==> config.mk <==
export PLATFORM = sky130hd
export DESIGN_NAME = gfx_frame_regs_flat
export DESIGN_NICKNAME = d
export VERILOG_FILES = /design/src/rtl/gfx_frame_regs_if.sv /design/src/rtl/gfx_frame_regs.sv /design/src/flat_wrapper.sv
export SDC_FILE = /design/constraint.sdc
export NUM_CORES = 1
export LEC_CHECK = 0
export CAP_MARGIN = 20
export CORE_AREA = 5 5 168 170
export DETAILED_ROUTE_END_ITERATION = 10
export DIE_AREA = 0 0 173 175
export GPL_TIMING_DRIVEN = 0
export PLACE_DENSITY = 0.77
export SLEW_MARGIN = 20
export SYNTH_ARGS = -nofsm -noshare
export SYNTH_HDL_FRONTEND = slang
export SYNTH_SLANG_ARGS = --single-unit
==> constraint.sdc <==
create_clock -name clk -period 4.2 [get_ports clk]
set_input_delay 1.26 -clock clk [delete_from_list [all_inputs] [get_ports clk]]
set_output_delay 1.26 -clock clk [all_outputs]
set_load 0.1 [all_outputs]
==> src/rtl/gfx_frame_regs_if.sv <==
// CPU-side register write bus into the frame register scheduler.
interface gfx_frame_regs_if;
  logic [3:0]  chipselect;
  logic [15:0] databus;
  logic [3:0]  data_address;

  modport master (output chipselect, databus, data_address);
  modport slave  (input  chipselect, databus, data_address);
endinterface

==> src/rtl/gfx_frame_regs.sv <==
// Shadow/live register banks for the renderers; shadow is copied to live only at frame end.
// Latency: live outputs and frame_done update the cycle after frame_end. There is no backpressure; writes are always accepted.
module gfx_frame_regs #(
  parameter logic [3:0]  CS_VALUE  = 4'h2,
  parameter logic [18:0] LAST_ADDR = 19'h4AFFF
) (
  input  logic               clk,
  input  logic               rst,
  gfx_frame_regs_if.slave    bus,
  input  logic               VGA_ready,
  input  logic [18:0]        pixel_address,
  output logic [15:0]        paddle_1_x,
  output logic [15:0]        paddle_1_y,
  output logic [15:0]        paddle_2_x,
  output logic [15:0]        paddle_2_y,
  output logic [15:0]        ball_x,
  output logic [15:0]        ball_y,
  output logic [15:0]        ball_z,
  output logic [15:0]        player_1_score,
  output logic [15:0]        player_2_score,
  output logic [15:0]        game_state,
  output logic               commit_pending,
  output logic               frame_done,
  output logic [15:0]        frame_count
);

  typedef enum logic {IDLE, ARMED} state_t;

  // Index 0 is p1x ... index 9 is game state.
  localparam logic [9:0][15:0] RESET_BANK = {
    16'd0, 16'd0, 16'd0, 16'd0, 16'd240, 16'd320,
    16'd250, 16'd350, 16'd200, 16'd100
  };

  state_t            state_q, state_d;
  logic [9:0][15:0]  shadow_q, shadow_d;
  logic [9:0][15:0]  live_q;
  logic              auto_q, auto_d;
  logic              frame_done_q;
  logic [15:0]       frame_count_q;
  logic              wr, frame_end, commit;

  assign wr        = (bus.chipselect == CS_VALUE);
  assign frame_end = VGA_ready && (pixel_address == LAST_ADDR);

  always_comb begin
    state_d  = state_q;
    commit   = 1'b0;
    shadow_d = shadow_q;
    auto_d   = auto_q;

    if (wr && (bus.data_address <= 4'd9)) begin
      shadow_d[bus.data_address] = bus.databus;
    end
    if (wr && (bus.data_address == 4'hE)) begin
      auto_d = bus.databus[0];
    end

    case (state_q)
      IDLE: begin
        if (wr && (bus.data_address == 4'hF)) begin
          state_d = ARMED;
        end
      end
      ARMED: begin
        if (frame_end) begin
          commit  = 1'b1;
          state_d = IDLE;
        end
      end
      default: state_d = IDLE;
    endcase

    if (auto_q && frame_end) begin
      commit  = 1'b1;
      state_d = IDLE;
    end
  end

  always_ff @(posedge clk) begin
    if (!rst) begin
      state_q       <= IDLE;
      shadow_q      <= RESET_BANK;
      live_q        <= RESET_BANK;
      auto_q        <= 1'b0;
      frame_done_q  <= 1'b0;
      frame_count_q <= 16'd0;
    end else begin
      state_q      <= state_d;
      shadow_q     <= shadow_d;
      auto_q       <= auto_d;
      frame_done_q <= commit;
      // The copy takes pre-edge shadow, so a same-cycle write waits for the next commit.
      if (commit) begin
        live_q <= shadow_q;
      end
      if (frame_end) begin
        frame_count_q <= frame_count_q + 16'd1;
      end
    end
  end

  assign paddle_1_x     = live_q[0];
  assign paddle_1_y     = live_q[1];
  assign paddle_2_x     = live_q[2];
  assign paddle_2_y     = live_q[3];
  assign ball_x         = live_q[4];
  assign ball_y         = live_q[5];
  assign ball_z         = live_q[6];
  assign player_1_score = live_q[7];
  assign player_2_score = live_q[8];
  assign game_state     = live_q[9];
  assign commit_pending = (state_q == ARMED);
  assign frame_done     = frame_done_q;
  assign frame_count    = frame_count_q;

endmodule

==> src/flat_wrapper.sv <==
// flat-port wrapper written by rule: the top's interface ports become plain ports
module gfx_frame_regs_flat 
#(
  parameter logic [3:0]  CS_VALUE  = 4'h2,
  parameter logic [18:0] LAST_ADDR = 19'h4AFFF
)
  (clk, rst, VGA_ready, pixel_address, paddle_1_x, paddle_1_y, paddle_2_x, paddle_2_y, ball_x, ball_y, ball_z, player_1_score, player_2_score, game_state, commit_pending, frame_done, frame_count, bus_chipselect, bus_databus, bus_data_address);
  gfx_frame_regs_if bus_i ();
  input  logic clk;
  input  logic rst;
  input  logic VGA_ready;
  input  logic [18:0] pixel_address;
  output logic [15:0] paddle_1_x;
  output logic [15:0] paddle_1_y;
  output logic [15:0] paddle_2_x;
  output logic [15:0] paddle_2_y;
  output logic [15:0] ball_x;
  output logic [15:0] ball_y;
  output logic [15:0] ball_z;
  output logic [15:0] player_1_score;
  output logic [15:0] player_2_score;
  output logic [15:0] game_state;
  output logic commit_pending;
  output logic frame_done;
  output logic [15:0] frame_count;
  input wire logic [$bits(bus_i.chipselect)-1:0] bus_chipselect;
  input wire logic [$bits(bus_i.databus)-1:0] bus_databus;
  input wire logic [$bits(bus_i.data_address)-1:0] bus_data_address;
  assign bus_i.chipselect = bus_chipselect;
  assign bus_i.databus = bus_databus;
  assign bus_i.data_address = bus_data_address;
  gfx_frame_regs #(.CS_VALUE(CS_VALUE), .LAST_ADDR(LAST_ADDR)) u_core (.clk(clk), .rst(rst), .bus(bus_i), .VGA_ready(VGA_ready), .pixel_address(pixel_address), .paddle_1_x(paddle_1_x), .paddle_1_y(paddle_1_y), .paddle_2_x(paddle_2_x), .paddle_2_y(paddle_2_y), .ball_x(ball_x), .ball_y(ball_y), .ball_z(ball_z), .player_1_score(player_1_score), .player_2_score(player_2_score), .game_state(game_state), .commit_pending(commit_pending), .frame_done(frame_done), .frame_count(frame_count));
endmodule
After elaboration in Yosys (flattened, before gate mapping). Cells that the tools add are included. W data, S select, Z words.

Bits in registers: 339. Input bits: 46. Logic and storage cells: 50. Output and inout port bits: 178.

Mux-type cells: 9. Bitwise gates (word level): 2. Reductions and logical operators: 7. Magnitude comparators: 3. Eq/ne operators: 4. Add/subtract/negate cells: 1.

Operators with widths (number): $bwmux W160 (1); $demux W16 S4 (1); $eq A19 B19 Y1 const B (1); $add A16 B1 Y16 const B (1); $mux W16 (1); $eq A4 B4 Y1 const B (2); $logic_and A1 B1 Y1 (6); $lt A4 B5 Y1 const B (1); $mux W1 (5); $eq A4 B2 Y1 const B (1); $ge A4 B1 Y1 const B (1); $le A4 B4 Y1 const B (1); $not A1 Y1 (2); $pmux W1 S2 (1); $reduce_or A2 Y1 (1).

Longest topological paths before layout.
Depth in word-level cells: 5. Mapped depth: 9.

Least setup slack after synthesis. Ideal clock, no wire load.

Path kind: input-to-reg. From: input port bus_chipselect[3]. To: register u_core.shadow_q[49] in the netlist's numbering. Data required time: 4071 ps. Stages: 6. Path buffers: 2. Arrival: 3239 ps. Setup time: 129 ps. Path slack: 832 ps. Path through: or4b_2 > clkbuf_1 > nor4_2 > buf_6 > mux2i_1 > nand2_1.

Longest elaborated chain between the ends: 2.

RTL lines: start, declared (RTL line flat_wrapper.sv:26) `input wire logic [$bits(bus_i.chipselect)-1:0] bus_chipselect;`; $eq A4 B2 Y1 (RTL line gfx_frame_regs.sv:43) `assign wr = (bus.chipselect == CS_VALUE);`; $logic_and A1 B1 Y1 (RTL line gfx_frame_regs.sv:52) `if (wr && (bus.data_address <= 4'd9)) begin`; end signal, assigned (RTL line gfx_frame_regs.sv:90) `shadow_q <= shadow_d;`; end, declared (RTL line gfx_frame_regs.sv:36) `logic [9:0][15:0] shadow_q, shadow_d;`.

Every way passes these cells. A chain may end at the register's enable or synchronous reset.

Worst setup path in the final report.
From: input port pixel_address[14]. To: register u_core.live_q, in the netlist u_core.game_state[13].

Longest elaborated chain between the ends: 5. Elaborated cells between the ends (all ways): 6.

RTL lines: start, declared (RTL line flat_wrapper.sv:12) `input logic [18:0] pixel_address;`; $eq A19 B19 Y1 (*) (RTL line gfx_frame_regs.sv:44) `assign frame_end = VGA_ready && (pixel_address == LAST_ADDR);`; $logic_and A1 B1 Y1 (*) (RTL line gfx_frame_regs.sv:44); $mux W1 (RTL line gfx_frame_regs.sv:66) `if (frame_end) begin`; $mux W1 (RTL line gfx_frame_regs.sv:59) `case (state_q)`; $mux W1 (*) (RTL line gfx_frame_regs.sv:74) `if (auto_q && frame_end) begin`; end signal, assigned (RTL line gfx_frame_regs.sv:95) `live_q <= shadow_q;`; end, declared (RTL line gfx_frame_regs.sv:37) `logic [9:0][15:0] live_q;`.

Mark *: on every way between the ends. The rest lies on a longest branch, timed or not.

==> impl_metrics.json <==
{
  "grt_max_degree": 16,
  "syn-cell-area_sq_um": 13000,
  "ys_top_cells_by_area": "dfxtp_1 (52%), mux2i_1 (12%), nand4_1 (6.9%)",
  "yosysTopAreaCell": "dfxtp_1",
  "first_iter_violations": 1085,
  "max_clock_freq_ghz": 0.250,
  "gp_congestion": 0.853,
  "yosys-top-cells-count": "dfxtp_1 (339), o21ai_0 (164), mux2i_1 (162)",
  "hold_ws_ps": 469,
  "final_antenna_net_count": 0,
  "grt_pass1_vias": 11123,
  "vias": 11883,
  "dp_hpwl_mm": 27.5,
  "min_period_ps": 4000,
  "grt_usage": 0.251,
  "finalCritPeriodShare": 0.952,
  "synth_seq_area_share": 0.521,
  "synth_async_sr_flop_share": 0,
  "clk_latency_ps": 510,
  "rows": 60,
  "drive_above_1_share": 0.0463,
  "cp-start-kind": "input pin",
  "placed_cell_area_sq_um": 15500,
  "synth_cell_types": 36,
  "run_status": "complete, no violations",
  "antenna_found_initial": 2,
  "rsz0062_at_grt": "no",
  "syn_nets": 1467,
  "core_area_sq_um": 26600,
  "finalMaxSlewViolations": 0,
  "drv_cap": 0,
  "path_max_fanout": 10,
  "post_cts_buffers": 0,
  "arrival_ps": 4440,
  "start_util": 0.490,
  "finalNonFillerCells": 2027,
  "cp-end-kind": "flip-flop",
  "hold_violations": 0,
  "vdd_drop_max_v": 0.000266,
  "path_clk_slew_ps": 60,
  "stdcell_area_sq_um": 16700,
  "fin_util": 0.627,
  "crit_type": "input pin to flip-flop",
  "grt_overflow_total": 0,
  "worstHoldPathType": "flip-flop to flip-flop",
  "powerDensity_nw_per_um2": 385,
  "num_io_pins": 224,
  "yosysTopAreaCellShare": 0.521,
  "tightest_slew_ps": 1080,
  "die_w_um": 173,
  "netlist_instances": 1420,
  "synth_edf_count": 0,
  "io_buffers": 208,
  "drc": 0,
  "firstDrtPassIters": 5,
  "worstPathRequired_ps": 4640,
  "setup_viol": 0,
  "ys_seq_elements": 339,
  "cts_made_buffers": 35,
  "wire_per_inst_um": 19.8,
  "yosysMostFrequentCell": "dfxtp_1",
  "fin_nets": 1712,
  "area_growth_pct": 27.9,
  "fp.dieH_um": 175,
  "drt-total-wl_mm": 40.2,
  "viasPerCell": 5.86,
  "p_leak_nw": 5.96,
  "max-clock-path-buffers": 3,
  "syn_avg_cell_area_sq_um": 9.17,
  "dp_cells": 1969,
  "ctsResizeCount": 0,
  "die_area_sq_um": 30300,
  "slew-limit-headroom": 0.278,
  "clock_skew_ps": 17.7,
  "cts_tree": "yes",
  "nFillCells": 2291,
  "grt_pass1_wl_mm": 61.4,
  "cts_num_sinks": 339,
  "htreeDepth": 2,
  "synth_flop_cell": "dfxtp_1",
  "cts_hold_buf": 0,
  "yosysWarnings": 0,
  "clockRootBuffer": "clkbuf_16"
}
stage by stage:
stage	worst slack [ps]	power [mW]	setup TNS (ps)
2_1_floorplan	832	3.38	0
3_3_place_gp	-696	3.47	-60770
3_5_place_dp	-289	3.47	-20590
4_1_cts	202	6.44	0
5_1_grt	170	6.60	0
6_report	202	6.42	0
placed cells by master, fill, tap and decap left out, types with 3 or more instances in the layout:
cell / count
nand2_1: 32
clkbuf_16: 37
buf_1: 4
nand4b_1: 6
nand2b_1: 4
clkbuf_8: 3
buf_6: 4
clkdlybuf4s50_1: 208
a21oi_1: 149
mux2i_1: 162
clkbuf_1: 150
and4_1: 5
o21ai_0: 164
nor3_1: 25
clkinv_2: 5
or3_1: 3
or4_1: 9
a31oi_1: 25
nand4_1: 143
o31ai_1: 9
nor2_1: 138
nor4b_1: 4
buf_2: 18
nand3_1: 8
dfxtp_1: 339
and3_1: 4
routing by layer:
layer	vias to the layer above	global-route usage	wire length (um)
met5	-	0	13
met1	5718	0.325	16800
met2	449	0.417	19000
li1	5622	-	-
met4	2	0.0861	1370
met3	92	0.0530	2950
critical path, cell delays in order:
cell             delay, ps
clkdlybuf4s50_1        390
or4b_1                 520
buf_2                  170
nor3_2                 670
clkbuf_1               690
buf_2                  360
nand4_1                190
a21oi_1                180
registers in the layout (all words and copies together) (netlist names):
name                   cells
u_core.frame_done          1
u_core.paddle_1_y         16
u_core.auto_q              1
u_core.paddle_1_x         16
u_core.paddle_2_y         16
u_core.game_state         16
u_core.commit_pending      1
u_core.player_2_score     16
u_core.player_1_score     16
u_core.paddle_2_x         16
u_core.shadow_q          160
u_core.frame_count        16
u_core.ball_x             16
u_core.ball_y             16
u_core.ball_z             16
cells by family (layout without fill, tap and decap cells):
group / after synthesis / count (layout) / synth area share
AND/OR/NAND/NOR: 395 / 395 / 0.159
AO/OA/AOI/OAI: 351 / 351 / 0.140
flip-flops: 339 / 339 / 0.521
buffers and inverters: 172 / 437 / 0.0536
multiplexers: 162 / 162 / 0.125
adder cells (fa/ha/maj): 1 / 1 / 0.000961
other: 0 / 1 / 0
final timing paths:
| path | cells after the start | end | slack (ps) | start |
|---|---|---|---|---|
| min | 2 | u_core.frame_count[15] | 470 | u_core.frame_count[15] |
| max | 8 | u_core.game_state[13] | 200 | pixel_address[14] |
| min reg2reg | 2 | u_core.frame_count[15] | 470 | u_core.frame_count[15] |
| max reg2reg | 7 | u_core.paddle_2_y[6] | 1180 | u_core.commit_pending |
power breakdown:
part | leakage, nW | switching, mW | internal (mW)
clock | 0.538 | 1.23 | 1.78
combinational | 2.69 | 0.134 | 0.0508
sequential | 2.73 | 0.00208 | 3.22
area by class of cell:
class                           count  area, sq um  area share
Antenna cell                        1         2.50    0.000150
Buffer                            169          687      0.0413
Clock buffer                       47          993      0.0597
Clock inverter                     10          109     0.00654
Inverter                            3         11.3    0.000676
Multi-Input combinational cell    909         5550       0.333
Sequential cell                   339         6790       0.408
Tap cell                          341          427      0.0256
Timing Repair Buffer              208         2080       0.125
(Power assumes the default switching activity.)
